**config.mk**
```make
export PLATFORM = sky130hd
export DESIGN_NAME = screen_sequencer
export DESIGN_NICKNAME = d
export VERILOG_FILES = /design/src/rtl/screen_pkg.sv /design/src/rtl/dwell_timer.sv /design/src/rtl/screen_sequencer.sv
export SDC_FILE = /design/constraint.sdc
export NUM_CORES = 1
export LEC_CHECK = 0
export BUFFER_PORTS_ARGS = -buffer_cell sky130_fd_sc_hd__buf_2
export CAP_MARGIN = 20
export CORE_MARGIN = 8
export CORE_UTILIZATION = 45
export DETAILED_ROUTE_END_ITERATION = 8
export GPL_TIMING_DRIVEN = 0
export PLACE_DENSITY = 0.65
export SETUP_SLACK_MARGIN = 0.2
export SYNTH_ARGS = -nofsm -noshare
export SYNTH_HDL_FRONTEND = slang
export SYNTH_SLANG_ARGS = --single-unit
```
**constraint.sdc**
```tcl
create_clock -name clk -period 2.05 [get_ports clk]
set_input_delay 0.3075 -clock clk [delete_from_list [all_inputs] [get_ports clk]]
set_output_delay 0.3075 -clock clk [all_outputs]
set_load 0.005 [all_outputs]
```
**src/rtl/screen_pkg.sv**
```systemverilog
// Shared types and helpers for the screen sequencer: state encoding, screen
// index width and the wrap/clamp arithmetic on screen indices.
package screen_pkg;

  localparam int unsigned SCREEN_W = 4;

  typedef enum logic [1:0] {
    MANUAL,
    AUTO,
    OVR_MANUAL,
    OVR_AUTO
  } state_t;

  // Highest valid screen index for a given screen count.
  function automatic logic [SCREEN_W-1:0] last_screen(input int unsigned num_screens);
    return SCREEN_W'(num_screens - 1);
  endfunction

  // Step forward, wrapping explicitly at the last valid screen (not modulo-16).
  function automatic logic [SCREEN_W-1:0] inc_wrap(input logic [SCREEN_W-1:0] cur,
                                                    input int unsigned         num_screens);
    return (cur == last_screen(num_screens)) ? '0 : cur + SCREEN_W'(1);
  endfunction

  // Step backward, wrapping from 0 to the last valid screen.
  function automatic logic [SCREEN_W-1:0] dec_wrap(input logic [SCREEN_W-1:0] cur,
                                                    input int unsigned         num_screens);
    return (cur == '0) ? last_screen(num_screens) : cur - SCREEN_W'(1);
  endfunction

  // Out-of-range switch requests select the last valid screen.
  function automatic logic [SCREEN_W-1:0] clamp_screen(input logic [SCREEN_W-1:0] req,
                                                        input int unsigned         num_screens);
    return (req > last_screen(num_screens)) ? last_screen(num_screens) : req;
  endfunction

endpackage

```
**src/rtl/dwell_timer.sv**
```systemverilog
// Dwell timer for the slideshow: counts enabled cycles and flags the cycle in
// which the count reaches DWELL_CYCLES-1. The counter restarts on clr, on
// expiry, and is held at 0 while disabled.
module dwell_timer #(
  parameter int unsigned DWELL_CYCLES = 150000000,
  parameter int unsigned CNT_W        = 28
) (
  input  logic clk,
  input  logic rst,
  input  logic en,
  input  logic clr,
  output logic expire
);

  localparam logic [CNT_W-1:0] LAST_CNT = CNT_W'(DWELL_CYCLES - 1);

  logic [CNT_W-1:0] cnt;

  // Raw terminal-count flag; the owner decides whether a higher-priority event
  // overrides it (and asserts clr in that case).
  assign expire = en && (cnt == LAST_CNT);

  // Dwell count register.
  always_ff @(posedge clk or posedge rst) begin
    if (rst) begin
      cnt <= '0;
    end else if (clr || !en || expire) begin
      cnt <= '0;
    end else begin
      cnt <= cnt + CNT_W'(1);
    end
  end

endmodule

```
**src/rtl/screen_sequencer.sv**
```systemverilog
// Screen select control for frame_writer: manual next/prev stepping, an
// auto-advance slideshow with a fixed dwell time, and a switch override that
// picks the screen directly. Priority: override > mode > step > dwell expiry.
module screen_sequencer
  import screen_pkg::*;
#(
  parameter int unsigned NUM_SCREENS  = 10,
  parameter int unsigned DWELL_CYCLES = 150000000,
  parameter int unsigned CNT_W        = 28
) (
  input  logic                clk,
  input  logic                rst,
  input  logic                next_pulse,
  input  logic                prev_pulse,
  input  logic                mode_pulse,
  input  logic                sw_override,
  input  logic [SCREEN_W-1:0] sw_screen,
  output logic [SCREEN_W-1:0] screen,
  output logic                auto_mode,
  output logic                override_active,
  output logic                changed
);

  state_t              state;
  state_t              state_next;
  logic [SCREEN_W-1:0] screen_next;
  logic                dwell_en;
  logic                dwell_clr;
  logic                expire;

  // The dwell counter only runs in AUTO; elsewhere it is held at 0.
  assign dwell_en = (state == AUTO);

  dwell_timer #(
    .DWELL_CYCLES (DWELL_CYCLES),
    .CNT_W        (CNT_W)
  ) u_dwell_timer (
    .clk    (clk),
    .rst    (rst),
    .en     (dwell_en),
    .clr    (dwell_clr),
    .expire (expire)
  );

  // Next state and next screen, resolved in priority order.
  always_comb begin
    state_next  = state;
    screen_next = screen;
    dwell_clr   = 1'b0;
    if (sw_override) begin
      // Entering or staying in override; the non-override mode is remembered.
      dwell_clr   = 1'b1;
      screen_next = clamp_screen(sw_screen, NUM_SCREENS);
      state_next  = (state == MANUAL || state == OVR_MANUAL) ? OVR_MANUAL : OVR_AUTO;
    end else if (state == OVR_MANUAL || state == OVR_AUTO) begin
      // Leaving override keeps the last override screen.
      dwell_clr  = 1'b1;
      state_next = (state == OVR_MANUAL) ? MANUAL : AUTO;
    end else begin
      if (mode_pulse) begin
        dwell_clr  = 1'b1;
        state_next = (state == MANUAL) ? AUTO : MANUAL;
      end
      // A step still applies alongside a mode toggle; next+prev cancel out.
      if (next_pulse && !prev_pulse) begin
        dwell_clr   = 1'b1;
        screen_next = inc_wrap(screen, NUM_SCREENS);
      end else if (prev_pulse && !next_pulse) begin
        dwell_clr   = 1'b1;
        screen_next = dec_wrap(screen, NUM_SCREENS);
      end else if (expire && !mode_pulse) begin
        screen_next = inc_wrap(screen, NUM_SCREENS);
      end
    end
  end

  // FSM state, screen register and change strobe.
  always_ff @(posedge clk or posedge rst) begin
    if (rst) begin
      state   <= MANUAL;
      screen  <= '0;
      changed <= 1'b0;
    end else begin
      state   <= state_next;
      screen  <= screen_next;
      changed <= (screen_next != screen);
    end
  end

  assign auto_mode       = (state == AUTO) || (state == OVR_AUTO);
  assign override_active = (state == OVR_MANUAL) || (state == OVR_AUTO);

endmodule

```
# == After elaboration in Yosys (flattened, before gate mapping) ==
# Index checks and enable logic that the tools add are counted.
# op_classes
n_addsub,3
n_mul,0
n_div,0
magnitude_cmp,1
n_eq_ne,6
n_shift,0
mux,20
bitwise_logic,0
n_reduce_logical,16
# op_table
cell,count
two-way mux 4 bit,8
adder 28 x 1 -> 28 bit (second input constant),1
equality test 28 bit (second input constant),1
two-way mux 28 bit,1
two-way mux 1 bit,8
two-way mux 2 bit,3
logical OR 1 bit,5
adder 4 x 1 -> 4 bit (second input constant),1
equality test 2 bit (second input constant),2
equality test 4 bit (second input constant),1
> comparator 4 bit (second input constant),1
logical AND 1 bit,4
logical NOT 1 bit,4
logical NOT 4 bit,1
inequality test 4 bit,1
subtractor 4 x 1 -> 4 bit (second input constant),1
nonzero test 3 bit,1
equality test 2 x 1 -> 1 bit (second input constant),1
logical NOT 2 bit,1
# totals
register_bits,35
latchBits,0
ram_bits,0
rom_bits,0
input_bits,10
word_cells,50
n_memories,0

# == Longest topological paths before layout ==
# Gate-level depths: netlist of run 1.
# logic_depth
word_depth,9
ltp_mapped,10

# == Cells and area by module ==
# A second synthesis of run 1 with hierarchy kept.
# unflattened
cells_unflattened,263
hier_area_um2,2331.0
# modules_own_cells
mod,n_inst,cells_each,area_per_inst_um2,seq_area_each_um2
dwell_timer,1,158,1532.7,700.7
screen_sequencer,1,105,798.3,175.2

# == Worst setup path after synthesis of run 1 ==
# No wires, ideal clock.
# synth_path
kind,register -> register
start,reg u_dwell_timer.cnt[18]
end,reg screen[1]
setup_ns,0.139
arrival_ns,1.917
path_slack_ns,-0.006
path_stages_with_launch,6
n_path_buf,0
synth_period_minus_slack_ns,2.056
cell_sequence,dfrtp_1 -> or3b_1 -> or4_4 -> or4_1 -> o311ai_1 -> a22oi_2
# synth_between
elab_chain_len,8
# synth_rtl
element,line_no,source
start: declaration,dwell_timer.sv:17,logic [CNT_W-1:0] cnt;
start signal: assignment,dwell_timer.sv:30,cnt <= cnt + CNT_W'(1);
equality test 28 bit,dwell_timer.sv:21,assign expire = en && (cnt == LAST_CNT);
logical AND 1 bit,dwell_timer.sv:21,
logical AND 1 bit,screen_sequencer.sv:71,end else if (expire && !mode_pulse) begin
two-way mux 4 bit,screen_sequencer.sv:71,
two-way mux 4 bit,screen_sequencer.sv:68,end else if (prev_pulse && !next_pulse) begin
two-way mux 4 bit,screen_sequencer.sv:65,if (next_pulse && !prev_pulse) begin
two-way mux 4 bit,screen_sequencer.sv:55,end else if (state == OVR_MANUAL || state == OVR_AUTO) begin
two-way mux 4 bit,screen_sequencer.sv:50,if (sw_override) begin
via screen_next[1],screen_sequencer.sv:26,logic [SCREEN_W-1:0] screen_next;
end signal: assignment,screen_sequencer.sv:85,screen <= screen_next;
end: declaration,screen_sequencer.sv:18,"output logic [SCREEN_W-1:0] screen,"
# The timed path passes the listed nets, and every way through them passes these cells.
# A chain may end at the register's enable or synchronous reset.

# == Final worst setup path of run 1 ==
# Ends and elaborated chain as after synthesis.

==> flow_metrics.tcl, run 1 <==
set metrics [dict create \
    synth-seq-area-share 0.398 \
    num_vias 2095 \
    violations "setup timing" \
    synth_cell_types 43 \
    final_nets 313 \
    power.leakage_nw 1.19 \
    slew_viol_final 0 \
    synthTopCellsByCount "nor2_1, dfrtp_1, nand3_1, xor2_1, nand2_1" \
    r2r_slack_ns -0.03 \
    h-tree-depth 2 \
    dr.pass1.iters 4 \
    insertion_delay_ns 0.29 \
    vias_per_cell 5.71 \
    worst_slack_ns -0.0263 \
    crit_fanout 3 \
    worst_ir_drop_vdd_mv 0.434 \
    setup_viol 1 \
    root_buffer "clkbuf_8" \
    hold_violations 0 \
    drive_gt1_frac 0.360 \
    fin_hold_ws_ns 0.140 \
    grt_pass1_wl_um 9710 \
    gp_congestion 0.895 \
    dp_slack_ns -0.189 \
    diodes 0 \
    fill_cells 364 \
    numCtsBuffers 5 \
    synth.most_common_cell "nor2_1" \
    min_period_ns 2.08 \
    timing.rr.start "u_dwell_timer.cnt[18]$_DFF_PP0_" \
    drt_iter0_drc 175 \
    cp.arrival_ns 2.23 \
    synth-edff-count 0 \
    synth.avg_cell_area_um2 8.63 \
    dpl.hpwl_um 3730 \
    die_h_um 85.9 \
    cp.required_ns 2.21 \
    max_freq_ghz 0.482 \
    totalWireLength_um 5900 \
    rsz0062_at_grt "true" \
    rows 25 \
    cts_tree "yes" \
    coreArea_um2 4720 \
    cts.reportedPaths.clkPinSlew_ns 0.08 \
    ys_top_cells_by_area "dfrtp_1, nor2_1, xor2_1, nand3_1, xnor2_1" \
    syn-cell-area_um2 2200 \
    start_util 0.466 \
    r2r_end "screen[1]$_DFF_PP0_" \
    fin_skew_ns 0.00870 \
    synth_cells 255 \
    io_pins 17 \
    drc 0 \
    ys_ff_latch 35 \
    die_w_um 85.9 \
    fp.dieArea_um2 7380 \
    cts_sinks 35 \
    critical_path_class "reg2reg" \
    synth-async-reset-ratio 1.00 \
    wl_per_cell_um 16.1 \
    grtUsageTotal 0.165 \
    multi_input_area_um2 1640 \
    synth_nets 269 \
    hp-class "in2async" \
    worstMarginPinSlew_ns 0.767 \
    portBuffers 16 \
    syn_to_final_growth_pct 42.6 \
    fin_crit_sh 1.01 \
    cp-start-kind "register" \
    grt_max_degree 19 \
    seqCellArea_um2 876 \
    synth_ff_type "dfrtp_1" \
    endpoint_kind "register" \
    cap_violations 0 \
    synth_area_leader_cell "dfrtp_1" \
    drt.antenna.violating_nets 0 \
    antenna_found_initial 0 \
    slew_headroom 0.488 \
    yosysWarnings 0 \
    status "finished, violations left" \
    reg2regPathDepth 5 \
    cts_buffer_depth 2 \
    power_mw 1.94 \
    grt-ovfl-total 0 \
    fin_tns_setup_ns -0.0263 \
    p_per_area_nw_per_um2 618 \
    grt_pass1_vias 2078 \
    synth_top_cell_area_share 0.398 \
]
[what timing repair did]
| action | 4_1_cts | 5_1_grt |
|---|---|---|
| hold buffers | 0 | 0 |
| setup endpoints to repair | 33 | 33 |
| hold endpoints to repair | 0 | 0 |
| cloned | 2 | 0 |
| buffers inserted | 15 | 3 |
| pin swaps | 38 | 6 |
| resized for setup | 70 | 41 |
[per-stage QoR]
step                      instance area, µm²  instances   util
final                                   3140        367  0.665
after global routing                    3140        367  0.665
after CTS                               2960        364  0.626
after detailed placement                2410        339  0.510
after global placement                  2380        338  0.504
after floorplan                         2220        255      -
[critical path, cell delays in order (launching register included)]
cell and delay (ns):
dfrtp_1 0.38, or3b_1 0.39, or4_4 0.47, or4_4 0.55, o311ai_4 0.08, a22oi_2 0.07
[state kept, by name (all words and copies together), names as in the netlist]
signal / flops
u_dwell_timer.cnt: 28
state: 2
screen: 4
changed: 1
[logic make-up after synthesis]
logic type / count (synthesis) / synth area share
AND/OR/NAND/NOR: 136 / 0.318
buffers and inverters: 20 / 0.0398
AO/OA/AOI/OAI: 30 / 0.101
XOR/XNOR: 27 / 0.107
flip-flops: 35 / 0.398
multiplexers: 3 / 0.0136
adder cells (fa/ha/maj): 4 / 0.0227
[layout make-up]
type                            count  share of cell area
Multi-Input combinational cell    200               0.521
Sequential cell                    35               0.279
Timing Repair Buffer               37               0.105
Buffer                              9              0.0283
Tap cell                           67              0.0267
Clock buffer                        6              0.0231
Inverter                           11              0.0132
Clock inverter                      2             0.00399
[layout by cell type, fill, tap and decap left out, types with 4 or more instances in the layout]
cell type	count
dfrtp_1	35
nor2_4	29
xor2_1	19
nand2_1	18
nand3_1	17
buf_2	16
nor2_1	14
buf_4	13
inv_1	10
nand4_1	10
xnor2_1	8
nand2b_1	6
and3_1	5
nor2b_1	5
clkbuf_8	5
buf_6	5
buf_12	4
clkbuf_1	4
a21oi_1	4
o21ai_0	4
[metal layers]
layer  share of wire  GRT usage  wire length, µm
met1            0.44      0.202             2610
met4           0.021     0.0605              122
met2            0.48      0.268             2860
met3           0.052     0.0458              308
met5               0          0                0
[power by group]
group / internal [mW] / switching (mW)
logic: 0.302 / 0.376
clock network: 0.237 / 0.264
registers: 0.727 / 0.0322
[worst max-delay path by stage]
stage / startpoint / to / slack, ns / depth (start not counted)
after CTS: u_dwell_timer.cnt[18]$_DFF_PP0_ / screen[1]$_DFF_PP0_ / -0.04 / 5
after floorplan: u_dwell_timer.cnt[0]$_DFF_PP0_ / screen[1]$_DFF_PP0_ / -0.001 / 6
after global routing: state[1]$_DFFE_PP0P_ / screen[1]$_DFF_PP0_ / -0.09 / 9
after global placement: u_dwell_timer.cnt[4]$_DFF_PP0_ / u_dwell_timer.cnt[18]$_DFF_PP0_ / -0.18 / 7
after detailed placement: u_dwell_timer.cnt[4]$_DFF_PP0_ / u_dwell_timer.cnt[18]$_DFF_PP0_ / -0.19 / 7
final: u_dwell_timer.cnt[18]$_DFF_PP0_ / screen[1]$_DFF_PP0_ / -0.03 / 5
No activity file was read; power rests on OpenSTA's default activity.
==> inputs of run 2 (changes only) <==
ABC_AREA = 1   (was unset)
PLACE_DENSITY = unset   (was 0.65)
==> run 2 against run 1 <==
Against the previous run:
- the flow now finishes without violations
- worst setup slack improved by 0.10 ns
- via count grew 7.0%
- clock skew down 0.0019 ns
- routed wire length fell by 4.5%
- critical path type unchanged
- largest power group unchanged
==> flow_metrics.tcl, run 2 <==
set metrics [dict create \
    hold_violations 0 \
    gp_congestion 0.809 \
    cp-startpoint "u_dwell_timer.cnt[0]$_DFF_PP0_" \
    final_cell_mix "nand2_1, inv_1, nor2_1" \
    drive_gt1_frac 0.319 \
    syn-cell-area_um2 2280 \
    synth_compound_area_frac 0.102 \
    die_w_um 87.1 \
    fp.dieArea_um2 7590 \
    p_sw_frac 0.362 \
    synth.avg_cell_area_um2 7.00 \
    endpoint_kind "register" \
    power_mw 1.88 \
    p_comb_frac 0.307 \
    diodes 0 \
    root_buffer "clkbuf_8" \
    rsz0062_at_grt "true" \
    coreArea_um2 4980 \
    yosysWarnings 0 \
    cts_tree "yes" \
    synth.most_common_cell "nand2_1" \
    io_pins 17 \
    start_util 0.457 \
    slew_headroom 0.495 \
    die_h_um 87.1 \
    cap_violations 0 \
    final_nets 395 \
    synth-edff-count 0 \
    muxShareOfSynthArea 0 \
    drt.antenna.violating_nets 0 \
    finalInstanceArea_um2 3030 \
    p_int_mw 1.20 \
    min_period_ns 1.98 \
    grt-ovfl-total 0 \
    syn_to_final_growth_pct 33.0 \
    worstMarginPinSlew_ns 0.756 \
    clkPwrFrac 0.273 \
    synthSimpleGateAreaFrac 0.397 \
    reg.largest.list "u_dwell_timer.cnt (28), screen (4), state (2)" \
    pwr-share-seq 0.420 \
    slew_viol_final 0 \
    cts.reportedPaths.clkPinSlew_ns 0.08 \
    rows 26 \
    synth_top_cell_area_share 0.385 \
    cp.arrival_ns 2.15 \
    power.leakage_nw 1.41 \
    fin_crit_sh 0.964 \
    grt_max_degree 36 \
    insertion_delay_ns 0.29 \
    ys_ff_latch 35 \
    vias_per_cell 4.96 \
    num_vias 2241 \
    cts_sinks 35 \
    antenna_found_initial 0 \
    cts_hold_buf 0 \
    largest_register "u_dwell_timer.cnt" \
    grtUsageTotal 0.154 \
    synth_area_leader_cell "dfrtp_1" \
    fill_cells 474 \
    synth_cells 325 \
    place_inst 411 \
    numCtsBuffers 5 \
    ys_top_cells_by_area "dfrtp_1, nand2_1, nor2_1, inv_1, nand3_1" \
    status "finished clean" \
    hp-class "in2async" \
    synth_fa_ha_area_frac 0.0220 \
    worst_ir_drop_vdd_mv 0.390 \
    cp.required_ns 2.23 \
    fin_skew_ns 0.00678 \
    grt_pass1_vias 2166 \
    wl_per_cell_um 12.5 \
    h-tree-depth 2 \
    cts_buffer_depth 2 \
    drt_iter0_drc 98 \
    dr.pass1.iters 4 \
    power_switching_mw 0.680 \
    timing.rr.start "u_dwell_timer.cnt[0]$_DFF_PP0_" \
    setup_viol 0 \
    synthTopCellsByCount "nand2_1, nor2_1, inv_1" \
    grt_pass1_wl_um 9430 \
    yosys.area_share.xor_xnor 0.00770 \
    final_cells 452 \
    critical_path_class "reg2reg" \
    synth_nets 339 \
    synth_cell_types 35 \
    fin_hold_ws_ns 0.139 \
    synth_top_family_by_area "simple AND/OR/NAND/NOR gates" \
    layout_commonest_cell "nand2_1" \
    max_freq_ghz 0.506 \
    synth-async-reset-ratio 1.00 \
    cp-start-kind "register" \
    p_per_area_nw_per_um2 620 \
    synth-seq-area-share 0.385 \
    largest_reg_flops 28 \
    synth_ff_type "dfrtp_1" \
    crit_fanout 5 \
    final_util 0.608 \
    portBuffers 16 \
    totalWireLength_um 5640 \
    place_area_um2 2440 \
    r2r_slack_ns 0.07 \
    drc 0 \
    dpl.hpwl_um 3740 \
]
[run 2: worst max-delay path, cell delays in order (launching register included)]
cell     delay, ns
dfrtp_1       0.36
ha_2          0.19
nand2_2       0.06
nor2_4        0.11
buf_6         0.11
buf_6         0.09
nand2_4       0.05
nor2_4        0.12
nand3_4       0.11
nand2_1       0.08
nand2_1       0.05
nand2_1       0.06
nand3_1       0.08
nand2_1       0.08
nand2_2       0.06
nand2_2       0.08
nand2_1       0.04
nand2_1       0.07
nand3_2       0.07
[run 2: cell type report]
| cell class | instances | area [µm²] | share of cell area |
|---|---|---|---|
| buffer | 2 | 26.3 | 0.00868 |
| clock buffer | 5 | 68.8 | 0.0227 |
| clock inverter | 3 | 20.0 | 0.00661 |
| inverter | 50 | 190 | 0.0628 |
| multi-input combinational | 238 | 1410 | 0.465 |
| sequential | 35 | 876 | 0.289 |
| tap | 70 | 87.6 | 0.0289 |
| timing repair buffer | 49 | 350 | 0.116 |
[run 2: per-layer routing]
layer | share of wire | global-route usage
met1 | 0.45 | 0.183
met2 | 0.51 | 0.269
met3 | 0.025 | 0.0311
met4 | 0.016 | 0.0484
met5 | 0 | 0
[run 2: path summary, 6_finish.rpt]
kind / endpoint / depth (start not counted)
min in group clk: screen[2]$_DFF_PP0_ / 3
setup reg to reg: changed$_DFF_PP0_ / 18
max in group asynchronous: u_dwell_timer.cnt[23]$_DFF_PP0_ / 2
hold reg to reg: u_dwell_timer.cnt[4]$_DFF_PP0_ / 1
setup / recovery: changed$_DFF_PP0_ / 18
hold / removal: u_dwell_timer.cnt[0]$_DFF_PP0_ / 2
[run 2: cells by family after synthesis]
kind of cell | Yosys count
AND/OR/NAND/NOR | 190
flip-flops | 35
XOR/XNOR | 2
adder cells (fa/ha/maj) | 4
AO/OA/AOI/OAI | 42
buffers and inverters | 52
[run 2: power groups by stage]
stage | registers, mW | clock network [mW] | logic (mW)
final | 0.788 | 0.513 | 0.577
after global routing | 0.797 | 0.559 | 0.670
after CTS | 0.783 | 0.529 | 0.547
after detailed placement | 0.798 | 0 | 0.485
after global placement | 0.798 | 0 | 0.482
after floorplan | 0.791 | 0 | 0.343
[run 2: timing repair]
item / CTS / global route
gates cloned: 0 / 0
gates resized for setup: 33 / 35
endpoints found under the setup margin: 33 / 32
buffers inserted: 23 / 10
pin swaps: 18 / 24
hold endpoints to repair: 0 / 0
[run 2: through the flow]
step | worst slack (ns) | setup TNS [ns]
finish | 0.0748 | 0
global route | -0.0914 | -0.101
CTS | -0.0113 | -0.0113
detailed placement | -0.358 | -5.80
global placement | -0.335 | -5.39
floorplan | 0.190 | 0
==> inputs of run 3 (changes only) <==
CELL_PAD_IN_SITES_DETAIL_PLACEMENT = 0   (was unset)
CELL_PAD_IN_SITES_GLOBAL_PLACEMENT = 1   (was unset)
CORE_UTILIZATION = 39   (was 45)
PLACE_DENSITY_LB_ADDON = 0.1   (was unset)
SLEW_MARGIN = 20   (was unset)
==> run 3 against run 2 <==
Against the previous run:
- hold slack improved by 0.18 ns
- die area up 12%
- register-to-register slack lost 0.05 ns
- cell count rose by 1.8%
- maximum frequency decreased by 2.5%
- global-route usage shrank 1.1 points
- routed wire length grew 7.4%
- count of clock-buffer cells in the layout increased by 1
- critical path type unchanged
- critical endpoint is now u_dwell_timer.cnt[26]$_DFF_PP0_
- largest cell class unchanged
- largest power group unchanged
- highest routed layer unchanged
==> flow_metrics.tcl, run 3 (same netlist as run 2, synthesis figures left out) <==
set metrics [dict create \
    drt_iter0_drc 70 \
    die_h_um 92.4 \
    cap_violations 0 \
    grt_pass1_wl_um 9890 \
    drt.antenna.violating_nets 0 \
    rsz0062_at_grt "true" \
    drc 0 \
    crit_fanout 5 \
    vias_per_cell 4.90 \
    dp_slack_ns -0.409 \
    cts_tree "yes" \
    cts_sinks 35 \
    syn_to_final_growth_pct 40.0 \
    fin_crit_sh 0.988 \
    largest_register "u_dwell_timer.cnt" \
    hold_violations 0 \
    status "finished clean" \
    num_vias 2256 \
    start_util 0.394 \
    die_w_um 92.4 \
    worstMarginPinSlew_ns 0.329 \
    grt_max_degree 25 \
    drive_gt1_frac 0.369 \
    coreArea_um2 5780 \
    antenna_found_initial 0 \
    r2r_slack_ns 0.02 \
    fin_skew_ns 0.00703 \
    setup_viol 0 \
    slew_viol_final 0 \
    hp-class "in2reg" \
    largest_reg_flops 28 \
    fp.dieArea_um2 8540 \
    h-tree-depth 2 \
    max_freq_ghz 0.494 \
    gp_congestion 0.797 \
    dr.pass1.iters 4 \
    endpoint_kind "register" \
    power.leakage_nw 1.48 \
    cts.reportedPaths.clkPinSlew_ns 0.08 \
    cts_buffer_depth 2 \
    reg.largest.list "u_dwell_timer.cnt (28), screen (4), state (2)" \
    critical_path_class "reg2reg" \
    root_buffer "clkbuf_8" \
    power_mw 2.10 \
    fin_hold_ws_ns 0.315 \
    rows 28 \
    diodes 0 \
    slew_headroom 0.779 \
    grtUsageTotal 0.142 \
    p_per_area_nw_per_um2 658 \
    final_nets 398 \
    dpl.hpwl_um 4090 \
    numCtsBuffers 5 \
    worst_ir_drop_vdd_mv 0.375 \
    cp.arrival_ns 2.25 \
    portBuffers 16 \
    io_pins 17 \
    insertion_delay_ns 0.29 \
    final_cell_mix "nand2_1, nor2_1, inv_1" \
    cp-start-kind "register" \
    grt_pass1_vias 2181 \
    min_period_ns 2.03 \
    worst_slack_ns 0.0248 \
    wl_per_cell_um 13.2 \
    totalWireLength_um 6050 \
    layout_commonest_cell "nand2_1" \
    final_util 0.551 \
    grt-ovfl-total 0 \
    cp.required_ns 2.27 \
]
run 3: cell types whose count changed in the layout (fill, tap and decap cells not counted), sizes merged:
cell         change
dlygate4sd3      +1
clkinvlp         -2
clkbuf           +3
bufinv           +1
run 3: repair_timing:
item,4_1_cts,5_1_grt
gates resized for setup,35,63
hold buffers,1,0
cloned,0,1
setup endpoints to repair,33,33
setup buffers,19,14
hold endpoints to repair,11,0
pin swaps,15,21
run 3: worst max-delay path, cell delays in order, from the launching register on:
cell     delay [ns]
dfrtp_1        0.41
ha_4           0.18
nand2_4        0.05
nor2_4         0.14
inv_2          0.06
nor2_4         0.11
nand2_4        0.08
buf_4          0.14
inv_2          0.05
nand2_2        0.06
inv_4          0.09
nand3_4        0.08
nor3_4         0.21
nand4_1        0.14
a21oi_2        0.15
run 3: routing by layer:
metal	up-vias	global-route usage	part of all wire
li1	1166	-	-
met1	1056	0.182	0.47
met2	29	0.233	0.49
met3	5	0.0340	0.032
met4	0	0.0403	0.0093
met5	-	0	0
run 3: cell type report:
cell class	count	area, µm²
clock buffers	6	82.6
multi-input cells	238	1450
inverters	50	200
plain buffers	2	28.8
fillers	597	2590
flip-flops and latches	35	881
clock inverters	2	35.0
repair buffers	52	417
well taps	75	93.8
run 3: worst paths after layout:
check,from,end,cells past startpoint
setup / recovery,u_dwell_timer.cnt[0]$_DFF_PP0_,u_dwell_timer.cnt[26]$_DFF_PP0_,14
hold / removal,sw_screen[1],screen[1]$_DFF_PP0_,3
setup reg to reg,u_dwell_timer.cnt[0]$_DFF_PP0_,u_dwell_timer.cnt[26]$_DFF_PP0_,14
hold reg to reg,u_dwell_timer.cnt[3]$_DFF_PP0_,u_dwell_timer.cnt[3]$_DFF_PP0_,1
max in group asynchronous,rst,u_dwell_timer.cnt[14]$_DFF_PP0_,4
min in group asynchronous,rst,u_dwell_timer.cnt[0]$_DFF_PP0_,3
run 3: per-stage QoR:
step           std cells  instance area [µm²]  setup TNS, ns
5_1_grt              460                 3190         -0.383
6_report             460                 3190              0
3_3_place_gp         416                 2450          -7.70
4_1_cts              445                 2870       -0.00963
3_5_place_dp         417                 2470          -7.20
2_1_floorplan        325                 2280              0
run 3: power breakdown:
part           switching [mW]  internal, mW  leakage (nW)
Sequential             0.0649         0.734         0.465
Clock                   0.274         0.394        0.0612
Combinational           0.361         0.269         0.958
Total                   0.700          1.40          1.48
